[src/rtl/uart_pkg.sv]
// Shared UART types and constants for the rx/tx extended paths.
package uart_pkg;

  localparam int CLK_DIV_115200 = 434;

  typedef enum logic [1:0] {
    PAR_NONE = 2'd0,
    PAR_ODD  = 2'd1,
    PAR_EVEN = 2'd2
  } parity_e;

  typedef enum logic [2:0] {
    S_IDLE,
    S_START,
    S_DATA,
    S_PARITY,
    S_STOP,
    S_DELIVER,
    S_BRKWAIT
  } rx_state_e;

  function automatic int clog2_div(input int div);
    return (div <= 2) ? 1 : $clog2(div);
  endfunction

endpackage

[src/rtl/uart_baud_tick.sv]
// Restartable bit-period counter with the three mid-bit sample strobes.
module uart_baud_tick
  import uart_pkg::*;
#(
  parameter int CLK_DIV = CLK_DIV_115200
) (
  input  logic clk,
  input  logic rst_n,
  input  logic restart,
  output logic tick_early,
  output logic tick_mid,
  output logic tick_late
);
  localparam int CW   = clog2_div(CLK_DIV);
  localparam int HALF = CLK_DIV / 2;

  logic [CW-1:0] cnt;

  always_ff @(posedge clk) begin
    if (!rst_n || restart)             cnt <= '0;
    else if (cnt == CW'(CLK_DIV - 1))  cnt <= '0;
    else                               cnt <= cnt + 1'b1;
  end

  assign tick_early = (cnt == CW'(HALF - 1));
  assign tick_mid   = (cnt == CW'(HALF));
  assign tick_late  = (cnt == CW'(HALF + 1));

endmodule

[src/rtl/uart_rx_ext.sv]
// Parametrised UART receiver: majority-vote sampling, parity/stop checks,
// break detection and a valid/ready output with overrun reporting.
module uart_rx_ext
  import uart_pkg::*;
#(
  parameter int CLK_DIV   = CLK_DIV_115200,
  parameter int DATA_BITS = 8,
  parameter int PARITY    = 0,
  parameter int STOP_BITS = 1
) (
  input  logic                 clk,
  input  logic                 rst_n,
  input  logic                 rs232_rx,
  output logic [DATA_BITS-1:0] rx_data,
  output logic                 rx_valid,
  input  logic                 rx_ready,
  output logic                 parity_err,
  output logic                 frame_err,
  output logic                 overrun,
  output logic                 break_det,
  output logic                 busy
);
  if (PARITY < 0 || PARITY > 2 || STOP_BITS < 1 || STOP_BITS > 2 ||
      DATA_BITS < 5 || DATA_BITS > 9 || CLK_DIV < 8) begin : g_param_err
    $error("uart_rx_ext: illegal parameter set");
  end

  localparam logic PAR_TGT = logic'(PARITY == int'(PAR_ODD));
  localparam logic HAS_PAR = logic'(PARITY != int'(PAR_NONE));

  rx_state_e            state;
  logic                 sync1, s_rx, s_rx_d;
  logic                 v_early, v_mid, vote;
  logic [DATA_BITS-1:0] shreg;
  logic [3:0]           bit_idx;
  logic                 stop_idx;
  logic                 pbit, perr_n, ferr_n, brk;
  logic                 tk_early, tk_mid, tk_late, restart;

  // Timer only runs while a frame is being sampled; everywhere else it sits at 0
  // so START always begins counting from the cycle after the edge.
  assign restart = (state == S_IDLE) || (state == S_DELIVER) || (state == S_BRKWAIT);

  uart_baud_tick #(.CLK_DIV(CLK_DIV)) u_tick (
    .clk        (clk),
    .rst_n      (rst_n),
    .restart    (restart),
    .tick_early (tk_early),
    .tick_mid   (tk_mid),
    .tick_late  (tk_late)
  );

  assign vote = (v_early & v_mid) | (v_early & s_rx) | (v_mid & s_rx);
  assign busy = (state != S_IDLE);

  always_ff @(posedge clk) begin
    if (!rst_n) begin
      sync1      <= 1'b1;
      s_rx       <= 1'b1;
      s_rx_d     <= 1'b1;
      state      <= S_IDLE;
      v_early    <= 1'b1;
      v_mid      <= 1'b1;
      shreg      <= '0;
      bit_idx    <= '0;
      stop_idx   <= 1'b0;
      pbit       <= 1'b0;
      perr_n     <= 1'b0;
      ferr_n     <= 1'b0;
      brk        <= 1'b0;
      rx_data    <= '0;
      rx_valid   <= 1'b0;
      parity_err <= 1'b0;
      frame_err  <= 1'b0;
      overrun    <= 1'b0;
      break_det  <= 1'b0;
    end else begin
      sync1   <= rs232_rx;
      s_rx    <= sync1;
      s_rx_d  <= s_rx;
      overrun <= 1'b0;
      if (rx_valid && rx_ready) rx_valid <= 1'b0;
      if (tk_early) v_early <= s_rx;
      if (tk_mid)   v_mid   <= s_rx;

      case (state)
        S_IDLE: if (s_rx_d && !s_rx) begin
          state    <= S_START;
          bit_idx  <= '0;
          stop_idx <= 1'b0;
          pbit     <= 1'b0;
          perr_n   <= 1'b0;
          ferr_n   <= 1'b0;
          brk      <= 1'b0;
        end
        // Timer is not restarted past START, so later votes stay mid-bit.
        S_START: if (tk_late) state <= vote ? S_IDLE : S_DATA;
        S_DATA: if (tk_late) begin
          shreg   <= {vote, shreg[DATA_BITS-1:1]};
          bit_idx <= bit_idx + 4'd1;
          if (bit_idx == 4'(DATA_BITS - 1)) state <= HAS_PAR ? S_PARITY : S_STOP;
        end
        S_PARITY: if (tk_late) begin
          pbit   <= vote;
          perr_n <= ((^shreg) ^ vote) != PAR_TGT;
          state  <= S_STOP;
        end
        S_STOP: if (tk_late) begin
          stop_idx <= 1'b1;
          if (!vote) ferr_n <= 1'b1;
          if (!stop_idx && !vote && shreg == '0 && !(HAS_PAR && pbit)) begin
            brk       <= 1'b1;
            break_det <= 1'b1;
            state     <= S_DELIVER;
          end else if (stop_idx == 1'(STOP_BITS - 1)) begin
            state <= S_DELIVER;
          end
        end
        S_DELIVER: begin
          if (!rx_valid || rx_ready) begin
            rx_data    <= shreg;
            parity_err <= perr_n;
            frame_err  <= ferr_n;
            rx_valid   <= 1'b1;
          end else begin
            overrun <= 1'b1;
          end
          state <= brk ? S_BRKWAIT : S_IDLE;
        end
        S_BRKWAIT: if (s_rx) begin
          state     <= S_IDLE;
          break_det <= 1'b0;
        end
        default: state <= S_IDLE;
      endcase
    end
  end

endmodule

[config.mk]
export PLATFORM = sky130hd
export DESIGN_NAME = uart_rx_ext
export DESIGN_NICKNAME = d
export VERILOG_FILES = /design/src/rtl/uart_pkg.sv /design/src/rtl/uart_baud_tick.sv /design/src/rtl/uart_rx_ext.sv
export SDC_FILE = /design/constraint.sdc
export NUM_CORES = 1
export LEC_CHECK = 0
export BUFFER_PORTS_ARGS = -buffer_cell sky130_fd_sc_hd__buf_2
export CORE_UTILIZATION = 35
export CTS_BUF_LIST = sky130_fd_sc_hd__clkbuf_8
export CTS_CLUSTER_DIAMETER = 120
export DETAILED_ROUTE_END_ITERATION = 8
export GPL_ROUTABILITY_DRIVEN = 0
export RECOVER_POWER = 50
export SLEW_MARGIN = 20
export SYNTH_ARGS = -nofsm -noshare
export SYNTH_HDL_FRONTEND = slang
export SYNTH_SLANG_ARGS = --single-unit
[constraint.sdc]
create_clock -name clk -period 4.15 [get_ports clk]
set_input_delay 0 -clock clk [delete_from_list [all_inputs] [get_ports clk]]
set_output_delay 0 -clock clk [all_outputs]
set_load 0.02 [all_outputs]
; ---- Word level (Yosys, flattened, before mapping)
; Cells that the tools add are included.
[totals]
ff_bits = 46
input_bits = 4
out_inout_bits = 14
word_cells = 112
[op_classes]
n_addsub = 2
n_eq_ne = 21
n_mux = 32
bitwise = 6
n_reduce_logical = 32
[ops]
columns = cell, n
row1 = $mux 3, 10
row2 = $eq 9x8->1 const B, 3
row3 = $pmux 3 s7, 1
row4 = $ne 2x2->1 const B, 8
row5 = $mux 1, 12
row6 = $reduce_and 4->1, 3
row7 = $pmux 1 s2, 5
row8 = $add 9x1->9 const B, 1
row9 = $eq 3x3->1 const B, 3
row10 = $eq 9x9->1 const B, 1
row11 = $reduce_and 3->1, 3
row12 = $logic_not 8->1, 1
row13 = $mux 4, 2
row14 = $pmux 4 s2, 1
row15 = $reduce_and 8->1, 1
row16 = $reduce_bool 2->1, 4
row17 = $reduce_xor 8->1, 1
row18 = $eq 3x2->1 const B, 2
row19 = $reduce_and 2->1, 3
row20 = $logic_not 1->1, 5
row21 = $add 4x1->4 const B, 1
row22 = $eq 4x3->1 const B, 1
row23 = $logic_and 1x1->1, 4
row24 = $logic_or 1x1->1, 4
row25 = other kinds (10), 13

; ---- Longest topological paths before layout
[logic_depth]
word_depth = 9
depth_mapped = 7
mapped_depth_nobuf = 6

; ---- Modules after synthesis
; From an unflattened synthesis, not the netlist that was laid out.
[hier_totals]
cells_unflattened = 226
area_unflattened_um2 = 2187.1
[modules_own_cells]
columns = mod, instances, cells_per_inst, area_each_um2, seq_area_each_um2
row1 = uart_rx_ext, 1, 175, 1702.9, 740.7
row2 = uart_baud_tick, 1, 51, 484.2, 180.2

; ---- Worst setup path before layout
; OpenSTA, ideal clock, no wires.
[synth_timing]
path_kind = register -> register
startpoint = reg bit_idx[0]
endpoint = reg state[0]
setup_ns = 0.118
t_arrival_ns = 1.469
required_ns = 4.032
path_slack_ns = 2.563
stages_incl_launch_ff = 6
n_path_buf = 0
period_less_slack_ns = 1.587
cell_sequence = dfxtp_1 -> ha_1 -> inv_1 -> o311a_1 -> or4_4 -> mux2i_1
[synth_between]
elab_chain_cells = 3
[synth_lines]
columns = item, line_no
row1 = "start, declared", uart_rx_ext.sv:35  ; logic [3:0] bit_idx;
row2 = "start signal, assigned", uart_rx_ext.sv:100  ; bit_idx <= bit_idx + 4'd1;
row3 = $eq 4x3->1, uart_rx_ext.sv:101  ; if (bit_idx == 4'(DATA_BITS - 1)) state <= HAS_PAR ? S_PARITY : S_STOP;
row4 = $ne 2x2->1 (no line), n/a
row5 = $reduce_and 8->1 (no line), n/a
row6 = "end signal, assigned", uart_rx_ext.sv:97  ; S_START: if (tk_late) state <= vote ? S_IDLE : S_DATA;
row7 = "end signal, assigned", uart_rx_ext.sv:101
row8 = "end signal, assigned", uart_rx_ext.sv:128  ; state <= brk ? S_BRKWAIT : S_IDLE;
row9 = "end, declared", uart_rx_ext.sv:31  ; rx_state_e state;
; Every way passes these cells.
; A chain may end at the register's enable or synchronous reset.

; ---- Worst setup path after layout
[layout_timing]
startpoint = reg state[1]
endpoint = reg bit_idx[2]
[layout_between]
elab_chain_cells = 3
elab_cells_between_ends = 7
classes_between = eq/ne (3) / mux (1) / reduce/logical (3)
[layout_lines]
columns = item, line_no
row1 = $eq 3x2->1 / $logic_not 3->1 (equally long branches), uart_rx_ext.sv:86  ; case (state)
row2 = $ne 2x2->1 (no line) (tied with other cells), n/a
row3 = $reduce_and 3->1 (no line), n/a
; Several ways; a longest one is shown, not always the timed one.

==> impl_metrics.py <==
metrics = {
    "flow_run": {
        "cap_violations": 0,
    },
    "clock_network": {
        "clock_latency_ns": 0.30,
        "clk_pin_slew_ns": 0.09,
        "cts_root_buffer": "clkbuf_8",
        "cts_hold_buf": 1,
        "cts_resized": 0,
        "htree_levels": 2,
        "clockBufferDepth": 2,
        "cts_setup_buffers": 0,
        "cts_buffers": 5,
        "cts_sinks": 46,
        "cts_tree": "built",
    },
    "finish": {
        "finalNonFillerCells": 319,
        "n_antenna_cell": 0,
        "multi_input_area_um2": 1080,
        "stdcell_area_um2": 2360,
        "num-nets-final": 256,
        "drive_gt1_frac": 0.0861,
        "syn2layout_area_growth_pct": 10.1,
        "fill_cells": 608,
        "ff_latch_area_um2": 921,
    },
    "setup_path": {
        "worstPathMaxFanout": 17,
        "start_kind": "flip-flop",
        "rrSetupSlack_ns": 1.98,
        "critPathCaptureType": "flip-flop",
        "cp_data_arrival_time_ns": 2.36,
        "crit_type": "reg2reg",
        "crit_required_ns": 4.34,
        "r2r_start": "state[1]",
        "worstSetupStartpoint": "state[1]",
    },
    "synthesis": {
        "synth_area_leaders": "dfxtp_1 43%, mux2i_1 10%, nor2_1 5.6%, ha_1 5.3%, xor2_1 3.3%",
        "ys_async_sr_fraction": 0,
        "synthDistinctLibCells": 41,
        "synth_most_common_cell": "dfxtp_1",
        "ys_ff_latch": 46,
        "postSynthAreaPerCell_um2": 9.34,
        "synth_edf_count": 0,
        "synth_cells": 229,
        "yosys.area.top_type_share": 0.430,
        "yosys_warnings": 0,
        "syn_nets": 242,
        "synth_area_um2": 2140,
        "synthTopCellsByCount": "46 x dfxtp_1, 32 x nor2_1, 22 x mux2i_1",
        "synthFlopType": "dfxtp_1",
        "seq_area_frac_synth": 0.430,
        "synth_area_leader_cell": "dfxtp_1",
    },
    "routing": {
        "vias": 1522,
        "drc": 0,
        "wl_per_cell_um": 11.3,
        "viasPerCell": 4.77,
        "firstDrtPassIters": 4,
        "wl_um": 3620,
        "drtIter0Drc": 93,
        "ant_nets": 0,
    },
    "worst_hold_path": {
        "hold_path.class": "in2reg",
        "holdCritStartpoint": "rx_ready",
    },
    "placement": {
        "dpl_cell_area_um2": 2250,
        "dp_hpwl_um": 2610,
        "dpl.cell_count": 310,
        "io_buffers": 17,
        "dp_slack_ns": 1.97,
    },
    "grt": {
        "grt_pass1_wl_um": 6040,
        "grt_pass1_vias": 1366,
        "gr-total-overflow": 0,
        "antenna_found_initial": 0,
        "grt_max_degree": 22,
        "track_usage": 0.122,
    },
    "sta": {
        "timing.fmax_mhz": 462,
        "finalClockSkew_ns": 0.00610,
        "setup_violations": 0,
        "fin_crit_sh": 0.522,
        "worstMarginPinSlew_ns": 0.749,
        "period_minus_slack_ns": 2.17,
        "fin_ws_ns": 1.98,
        "slew_headroom": 0.500,
        "tns_ns": 0,
        "rsz0062_at_grt": "false",
        "finalHoldViolations": 0,
        "drv_slew": 0,
    },
    "floorplanning": {
        "rows": 28,
        "io_pins": 18,
        "die_x_um": 80.2,
        "start_util": 0.361,
        "die_area_um2": 6430,
        "fp.dieH_um": 80.2,
        "coreArea_um2": 5920,
    },
    "run_status": {
        "status": "completed",
    },
    "power_and_ir_drop": {
        "ir_worst_vdd_mv": 0.174,
        "p_total_mw": 0.866,
        "power.density_nw_per_um2": 368,
        "leakage_nw": 0.920,
    },
}
[report_power, final]
| part | internal (mW) | switching [mW] |
|---|---|---|
| clock network | 0.179 | 0.151 |
| logic | 0.0282 | 0.0454 |
| registers | 0.448 | 0.0140 |
[routing by layer]
layer  part of all wire  vias to the layer above  track usage
li1                   -                      800            -
met1               0.53                      689        0.164
met2               0.40                       28        0.183
met3              0.042                        5       0.0330
met4              0.020                        0       0.0536
met5                  0                        -            0
[worst max-delay path: stages, from the launching register on]
cell     delay (ns)
dfxtp_1        0.52
nor2b_1        0.39
nand4_2        0.51
and2_1         0.32
o311a_1        0.31
[sequential cells by signal, indices dropped and copies added (netlist names)]
signal,count
stop_idx,1
shreg,8
u_tick.cnt,9
brk,1
rx_valid,1
v_early,1
ferr_n,1
bit_idx,4
s_rx_d,1
sync1,1
perr_n,1
state,3
s_rx,1
overrun,1
rx_data,8
break_det,1
frame_err,1
v_mid,1
parity_err,1
[final timing paths]
kind,endpoint,depth (start not counted)
setup / recovery,bit_idx[2],4
setup reg to reg,bit_idx[2],4
hold reg to reg,s_rx,1
hold / removal,overrun,3
[layout make-up]
| cell class | count | area share |
|---|---|---|
| clock inverter | 3 | 0.0191 |
| multi-input combinational | 155 | 0.460 |
| tap | 75 | 0.0398 |
| inverter | 17 | 0.0271 |
| sequential | 46 | 0.391 |
| clock buffer | 5 | 0.0292 |
| timing repair buffer | 18 | 0.0335 |
[layout by cell type (no fill, tap or decap), types with 3 or more instances in the layout]
master | netlist | final
dfxtp_1 | 46 | 46
nor2_1 | 32 | 32
mux2i_1 | 22 | 22
inv_1 | 17 | 17
nand2_1 | 15 | 15
clkbuf_1 | 4 | 13
ha_1 | 9 | 9
xor2_1 | 8 | 8
and2_1 | 7 | 7
nand3_1 | 6 | 6
nand2b_1 | 5 | 5
nand4_1 | 5 | 5
clkbuf_8 | 0 | 5
o21ai_0 | 4 | 4
xnor2_1 | 4 | 4
buf_2 | 3 | 4
nor3_1 | 2 | 3
a21oi_1 | 3 | 3
[cells by family (layout without fill, tap and decap cells)]
logic type / count (synthesis) / in the layout / share of synthesized area
flip-flops: 46 / 46 / 0.430
AO/OA/AOI/OAI: 21 / 21 / 0.0725
adder cells (fa/ha/maj): 10 / 10 / 0.0579
AND/OR/NAND/NOR: 90 / 90 / 0.226
XOR/XNOR: 12 / 12 / 0.0491
multiplexers: 22 / 22 / 0.103
buffers and inverters: 28 / 43 / 0.0614
[through the flow]
step                      utilization  hold WS, ns
after detailed placement        0.380        0.188
after CTS                       0.401      0.00845
after global placement          0.380        0.188
final                           0.398      0.00511
after floorplan                     -        0.101
after global routing            0.398       0.0185
(Power assumes the default switching activity.)
